$ cat config.mk
export PLATFORM = sky130hd
export DESIGN_NAME = conv_chan_mac
export DESIGN_NICKNAME = d
export VERILOG_FILES = /design/src/rtl/conv_chan_mac.sv
export SDC_FILE = /design/constraint.sdc
export NUM_CORES = 2
export LEC_CHECK = 0
export CAP_MARGIN = 10
export CELL_PAD_IN_SITES_DETAIL_PLACEMENT = 1
export CELL_PAD_IN_SITES_GLOBAL_PLACEMENT = 1
export CORE_ASPECT_RATIO = 1.2
export CORE_UTILIZATION = 47
export DETAILED_ROUTE_END_ITERATION = 8
export DONT_BUFFER_PORTS = 1
export GPL_ROUTABILITY_DRIVEN = 0
export PLACE_DENSITY_LB_ADDON = 0.1
export REMOVE_ABC_BUFFERS = 1
export SYNTH_ARGS = -nofsm -noshare
export SYNTH_HDL_FRONTEND = slang
export SYNTH_SLANG_ARGS = --single-unit
$ cat constraint.sdc
create_clock -name clk -period 8.6 [get_ports clk]
set_input_delay 1.72 -clock clk [delete_from_list [all_inputs] [get_ports clk]]
set_output_delay 1.72 -clock clk [all_outputs]
set_load 0.01 [all_outputs]
$ cat src/rtl/conv_chan_mac.sv
`default_nettype none
// ============================================================================
// Module      : conv_chan_mac
// Description : Multi-channel K x K convolution MAC. Each accepted beat carries
//               one K*K window for one input channel; CH_IN consecutive beats
//               are accumulated on top of a bias. The final sum is then
//               shifted, optionally ReLU-clamped, saturated to OUT_W and
//               presented on a valid/ready output. Weights live in an internal
//               runtime-writable array indexed ch*K*K + tap.
// Ports       : clk, rst_n (async assert, active-low)
//               flush                       - drop the partial accumulation
//               in_valid/in_ready/in_data   - window beat, tap 0 in LSBs
//               bias                        - sampled with the channel-0 beat
//               wgt_we/wgt_addr/wgt_data    - weight write port
//               out_valid/out_ready         - result handshake
//               out_data/out_sat            - result and clamp flag
// Revision    : 1.0 - initial release
// ============================================================================
module conv_chan_mac #(
  parameter int DATA_W = 12,
  parameter int WGT_W  = 8,
  parameter int K      = 3,
  parameter int CH_IN  = 3,
  parameter int ACC_W  = 24,
  parameter int SHIFT  = 6,
  parameter int OUT_W  = 14,
  parameter int RELU   = 0
) (
  input  logic                          clk,
  input  logic                          rst_n,
  input  logic                          flush,
  input  logic                          in_valid,
  output logic                          in_ready,
  input  logic [K*K*DATA_W-1:0]         in_data,
  input  logic [ACC_W-1:0]              bias,
  input  logic                          wgt_we,
  input  logic [$clog2(CH_IN*K*K)-1:0]  wgt_addr,
  input  logic [WGT_W-1:0]              wgt_data,
  output logic                          out_valid,
  input  logic                          out_ready,
  output logic [OUT_W-1:0]              out_data,
  output logic                          out_sat
);

  localparam int c_TAPS = K * K;
  localparam int c_NW   = CH_IN * K * K;
  localparam int c_AW   = $clog2(c_NW);
  localparam int c_CW   = (CH_IN > 1) ? $clog2(CH_IN) : 1;
  localparam int c_PW   = DATA_W + WGT_W;

  localparam logic [c_AW:0]              c_NW_V     = (c_AW + 1)'(c_NW);
  localparam logic [c_CW-1:0]            c_CH_LAST  = c_CW'(CH_IN - 1);
  localparam logic signed [ACC_W-1:0]    c_OMAX     = ACC_W'((64'sd1 <<< (OUT_W - 1)) - 64'sd1);
  localparam logic signed [ACC_W-1:0]    c_OMIN     = ACC_W'(-(64'sd1 <<< (OUT_W - 1)));

  // ---------------------------------------------------------------- weights
  // No reset on the array: it is loaded by software before use.
  logic signed [WGT_W-1:0] r_wgt [c_NW];

  always_ff @(posedge clk) begin
    if (wgt_we && ({1'b0, wgt_addr} < c_NW_V)) begin
      r_wgt[wgt_addr] <= wgt_data;
    end
  end

  // ---------------------------------------------------------------- control
  logic            w_en;
  logic            w_accept;
  logic [c_CW-1:0] r_ch_cnt;

  // Whole pipeline freezes only while a finished result is blocked.
  assign w_en     = !(out_valid && !out_ready);
  assign in_ready = w_en;
  assign w_accept = in_valid && w_en && !flush;

  always_ff @(posedge clk or negedge rst_n) begin
    if (!rst_n) begin
      r_ch_cnt <= '0;
    end else if (flush) begin
      r_ch_cnt <= '0;
    end else if (w_accept) begin
      r_ch_cnt <= (r_ch_cnt == c_CH_LAST) ? '0 : r_ch_cnt + 1'b1;
    end
  end

  // ---------------------------------------------------------------- stage 1
  logic signed [c_PW-1:0]  w_prod    [c_TAPS];
  logic signed [c_PW-1:0]  r_p1_prod [c_TAPS];
  logic                    r_p1_valid;
  logic                    r_p1_first;
  logic                    r_p1_last;
  logic signed [ACC_W-1:0] r_p1_bias;

  generate
    for (genvar t = 0; t < c_TAPS; t++) begin : g_tap
      logic [c_AW-1:0] w_waddr;
      assign w_waddr   = c_AW'(32'(r_ch_cnt) * c_TAPS + t);
      assign w_prod[t] = c_PW'($signed(in_data[t*DATA_W +: DATA_W])) * c_PW'(r_wgt[w_waddr]);
    end
  endgenerate

  always_ff @(posedge clk or negedge rst_n) begin
    if (!rst_n) begin
      r_p1_valid <= 1'b0;
      r_p1_first <= 1'b0;
      r_p1_last  <= 1'b0;
      r_p1_bias  <= '0;
      for (int t = 0; t < c_TAPS; t++) begin
        r_p1_prod[t] <= '0;
      end
    end else if (flush) begin
      r_p1_valid <= 1'b0;
    end else if (w_en) begin
      r_p1_valid <= in_valid;
      if (in_valid) begin
        r_p1_first <= (r_ch_cnt == '0);
        r_p1_last  <= (r_ch_cnt == c_CH_LAST);
        r_p1_bias  <= bias;
        for (int t = 0; t < c_TAPS; t++) begin
          r_p1_prod[t] <= w_prod[t];
        end
      end
    end
  end

  // ---------------------------------------------------------------- stage 2
  // The product tree is reduced in its own register stage so the accumulator
  // adder only sees two operands.
  logic signed [ACC_W-1:0] w_psum;
  logic signed [ACC_W-1:0] r_p2_sum;
  logic                    r_p2_valid;
  logic                    r_p2_first;
  logic                    r_p2_last;
  logic signed [ACC_W-1:0] r_p2_bias;

  always_comb begin
    w_psum = '0;
    for (int t = 0; t < c_TAPS; t++) begin
      w_psum = w_psum + ACC_W'(r_p1_prod[t]);
    end
  end

  always_ff @(posedge clk or negedge rst_n) begin
    if (!rst_n) begin
      r_p2_valid <= 1'b0;
      r_p2_first <= 1'b0;
      r_p2_last  <= 1'b0;
      r_p2_sum   <= '0;
      r_p2_bias  <= '0;
    end else if (flush) begin
      r_p2_valid <= 1'b0;
    end else if (w_en) begin
      r_p2_valid <= r_p1_valid;
      if (r_p1_valid) begin
        r_p2_first <= r_p1_first;
        r_p2_last  <= r_p1_last;
        r_p2_sum   <= w_psum;
        r_p2_bias  <= r_p1_bias;
      end
    end
  end

  // ---------------------------------------------------- accumulate / output
  logic signed [ACC_W-1:0] r_acc;
  logic signed [ACC_W-1:0] w_acc_next;
  logic signed [ACC_W-1:0] w_shift;
  logic [OUT_W-1:0]        w_res_data;
  logic                    w_res_sat;
  logic                    w_load;
  logic                    r_out_valid;
  logic [OUT_W-1:0]        r_out_data;
  logic                    r_out_sat;

  // The first channel restarts from the bias instead of the running sum.
  assign w_acc_next = (r_p2_first ? r_p2_bias : r_acc) + r_p2_sum;
  assign w_shift    = w_acc_next >>> SHIFT;
  assign w_load     = w_en && !flush && r_p2_valid && r_p2_last;

  always_comb begin
    w_res_data = OUT_W'(w_shift);
    w_res_sat  = 1'b0;
    if ((RELU != 0) && w_shift[ACC_W-1]) begin
      w_res_data = '0;
    end else if (w_shift > c_OMAX) begin
      w_res_data = OUT_W'(c_OMAX);
      w_res_sat  = 1'b1;
    end else if (w_shift < c_OMIN) begin
      w_res_data = OUT_W'(c_OMIN);
      w_res_sat  = 1'b1;
    end
  end

  always_ff @(posedge clk or negedge rst_n) begin
    if (!rst_n) begin
      r_acc <= '0;
    end else if (flush) begin
      r_acc <= '0;
    end else if (w_en && r_p2_valid) begin
      r_acc <= w_acc_next;
    end
  end

  // A load on the same edge as a consume keeps valid high with new data.
  always_ff @(posedge clk or negedge rst_n) begin
    if (!rst_n) begin
      r_out_valid <= 1'b0;
      r_out_data  <= '0;
      r_out_sat   <= 1'b0;
    end else if (w_load) begin
      r_out_valid <= 1'b1;
      r_out_data  <= w_res_data;
      r_out_sat   <= w_res_sat;
    end else if (r_out_valid && out_ready) begin
      r_out_valid <= 1'b0;
    end
  end

  assign out_valid = r_out_valid;
  assign out_data  = r_out_data;
  assign out_sat   = r_out_sat;

endmodule
`default_nettype wire

==> flow_metrics.py <==
metrics = {
    "critical_path": {
        "required_ps": 9130,
        "crit_chain": "inv_2 > ha_4 > buf_12 > mux4_2 > mux4_2 > o21ai_1 > nor2b_1 > fa_1 > inv_1 > fa_1 > inv_1 > fa_1 > inv_1 > fa_1 > inv_1 > ha_1 > o21ai_1 > a21boi_1 > o21ai_1 > a21oi_1 > o31a_1 > o311a_1 > o311ai_0 > o211ai_1",
        "path_class": "reg2reg",
        "critPathTopFamily": "adder cells",
        "critPathLaunchType": "flip-flop",
        "worst_r2r_path_depth": 24,
        "cp_max_fo": 45,
        "r2r_slack_ps": 980,
        "crit_buf_inv": 6,
        "cpPeakStageDelay_ps": 800,
        "crit_cells": 24,
        "r2r_start": "r_ch_cnt[0]$_DFFE_PN0P_",
        "crit_slowest_cell": "o21ai_1",
        "worstPathArrival_ps": 8150,
        "rr_endpoint": "r_p1_prod[158]$_DFFE_PN0P_",
        "critPathCaptureType": "flip-flop",
    },
    "floorplan": {
        "io_pins": 168,
        "rows": 145,
        "initial_core_util_pct": 47.3,
        "dieArea_um2": 132000,
        "core_area_um2": 130000,
        "die_h_um": 398,
        "die_x_um": 332,
    },
    "synth": {
        "ys_seq_elements": 516,
        "synth_edf_count": 216,
        "synth_cell_types": 83,
        "yosys_warnings": 0,
        "yosysSeqAreaShare_pct": 22.8,
        "syn_area_um2": 61500,
        "syn_area_per_cell_um2": 10.0,
        "synthCells": 6145,
        "ys.flop_type": "dfrtp_1",
        "async_reset_ff_share_pct": 58.1,
    },
    "global_route": {
        "antenna_found_initial": 4,
        "grt_pass1_vias": 48100,
        "grt_first_pass_wirelength_mm": 286,
        "grt_use_total_pct": 28.3,
        "grt_max_degree": 301,
        "grt_overflow": 0,
    },
    "cells_and_area": {
        "syn_to_final_growth_pct": 6.38,
        "layout_commonest_cell": "inv_1",
        "fin_nets": 7459,
        "finalNonFillerCells": 7804,
        "mostFrequentLayoutCells": "inv_1, fa_1, nand2_1, ha_1, and2_1",
        "drive_gt1_share_pct": 7.74,
    },
    "clock_tree": {
        "path_clk_slew_ps": 60,
        "cts_hold_buf": 0,
        "post_cts_buffers": 0,
        "cts_buffers": 59,
        "cts_tree": "done",
        "clk_latency_ps": 680,
        "root_buffer": "clkbuf_16",
        "clockBufferDepth": 3,
        "cts_max_level": 2,
        "cts_sinks": 516,
        "postCtsResizedCells": 0,
    },
    "timing": {
        "fin_crit_sh_pct": 88.6,
        "fin_worst_skew_ps": 40.5,
        "finalHoldViolCount": 0,
        "clock.fmax_ghz": 0.131,
        "slew_headroom_pct": 18.2,
        "tns_ps": 0,
        "setup_violations": 0,
        "rsz0062_at_grt": "no",
        "period_needed_ps": 7620,
        "slew_viol_final": 0,
        "worst_pin_slew_ps": 1230,
    },
    "routing": {
        "dr.pass1.iters": 5,
        "drt_iter0_markers": 2606,
        "detail_route.vias_per_cell": 5.60,
        "vias": 43700,
        "wirelength_mm": 183,
        "wl_per_cell_um": 23.5,
        "drc": 0,
        "ant_nets": 0,
    },
    "worst_hold_path": {
        "min_from": "r_p1_last$_DFFE_PN0P_",
        "hold_path_class": "reg2reg",
        "min_path_cells": 2,
        "min_to": "r_p2_last$_DFFE_PN0P_",
    },
    "placed_design": {
        "dp.cells": 7695,
        "portBuffers": 0,
        "detailed_place_hpwl_mm": 147,
    },
    "run_status": {
        "outcome": "complete, no violations",
    },
    "job": {
        "cap_violations": 0,
    },
}
worst max path at each step:
stage                                       start                         end  slack, ps
after detailed placement  r_ch_cnt[1]$_DFFE_PN0P_  r_p1_prod[158]$_DFFE_PN0P_       1050
final                     r_ch_cnt[0]$_DFFE_PN0P_  r_p1_prod[158]$_DFFE_PN0P_        980
after global placement    r_ch_cnt[0]$_DFFE_PN0P_  r_p1_prod[158]$_DFFE_PN0P_       1280
after CTS                 r_ch_cnt[0]$_DFFE_PN0P_  r_p1_prod[158]$_DFFE_PN0P_        990
after floorplan           r_ch_cnt[0]$_DFFE_PN0P_   r_p1_prod[36]$_DFFE_PN0P_      -9930
after global routing      r_ch_cnt[0]$_DFFE_PN0P_  r_p1_prod[158]$_DFFE_PN0P_        550
synth_stat cells (47+ instances only):
cell type     n  area share (%)
o21ai_0     200             1.6
inv_1      1076             6.6
nor2b_1     280             2.8
nor3_1       55            0.45
edfxtp_1    216              11
o211ai_1     73            0.89
clkbuf_1    150            0.92
a21oi_1     118            0.96
nand3_1      55            0.45
nand2b_1     75            0.76
buf_2        47            0.38
dfrtp_1     300              12
mux2_2       51            0.93
ha_1        387             7.9
and2_1      365             3.7
fa_1        855              28
mux2i_1      70             1.1
nand2_1     667             4.1
xnor2_1     109             1.6
xor2_1       56            0.80
mux4_2      157             5.8
nor2_1      318             1.9
o31ai_1      48            0.59
state kept, by name (all words and copies together), names as in the netlist, 2 cells and up:
signal / cells
r_wgt: 216
r_p1_prod: 180
r_acc: 24
r_p1_bias: 24
r_p2_bias: 24
r_p2_sum: 24
out_data: 14
r_ch_cnt: 2
routing by layer:
layer  part of all wire, %  up-vias  GRT usage, %
met5                0.0076        -             0
met1                    41    22800          35.8
met3                   5.5      274          4.48
li1                      -    19600             -
met2                    50      978          49.2
met4                   3.8        2          10.1
cell type report:
| cell class | count | area [um2] |
|---|---|---|
| inverters | 1080 | 4050 |
| clock inverters | 28 | 297 |
| multi-input cells | 4323 | 42600 |
| flip-flops and latches | 516 | 14000 |
| diodes | 5 | 12.5 |
| repair buffers | 86 | 733 |
| clock buffers | 76 | 1620 |
| well taps | 1690 | 2110 |
| fillers | 14400 | 64500 |
kinds of logic after synthesis:
logic type / synth area share [%]
xor gates and xnor gates: 2.38
DFF: 22.8
adders and majority gates: 35.7
AOI/OAI and AO/OA: 7.68
buffers and inverters: 8.18
muxes: 7.83
and+or+nand+nor: 15.4
worst register-to-register path: cells and delay by family, from the launching register on:
| kind | cells | cell delay (ps) |
|---|---|---|
| and+or+nand+nor | 1 | 180 |
| AOI/OAI and AO/OA | 9 | 2500 |
| buffers and inverters | 6 | 610 |
| adders and majority gates | 6 | 2840 |
| muxes | 2 | 870 |
| DFF | 1 | 470 |
through the flow:
stage	hold WS (ps)	instance area [um2]	setup WS (ps)	util, %
global placement	458	63500	1280	48.9
detailed placement	453	63500	1050	48.9
finish	465	65400	977	50.3
global route	497	65400	553	50.3
floorplan	439	60500	-9930	-
CTS	466	65400	991	50.3
Power is not shown: default switching activity piles up to over one toggle a cycle in this logic, so the estimate is an artifact.
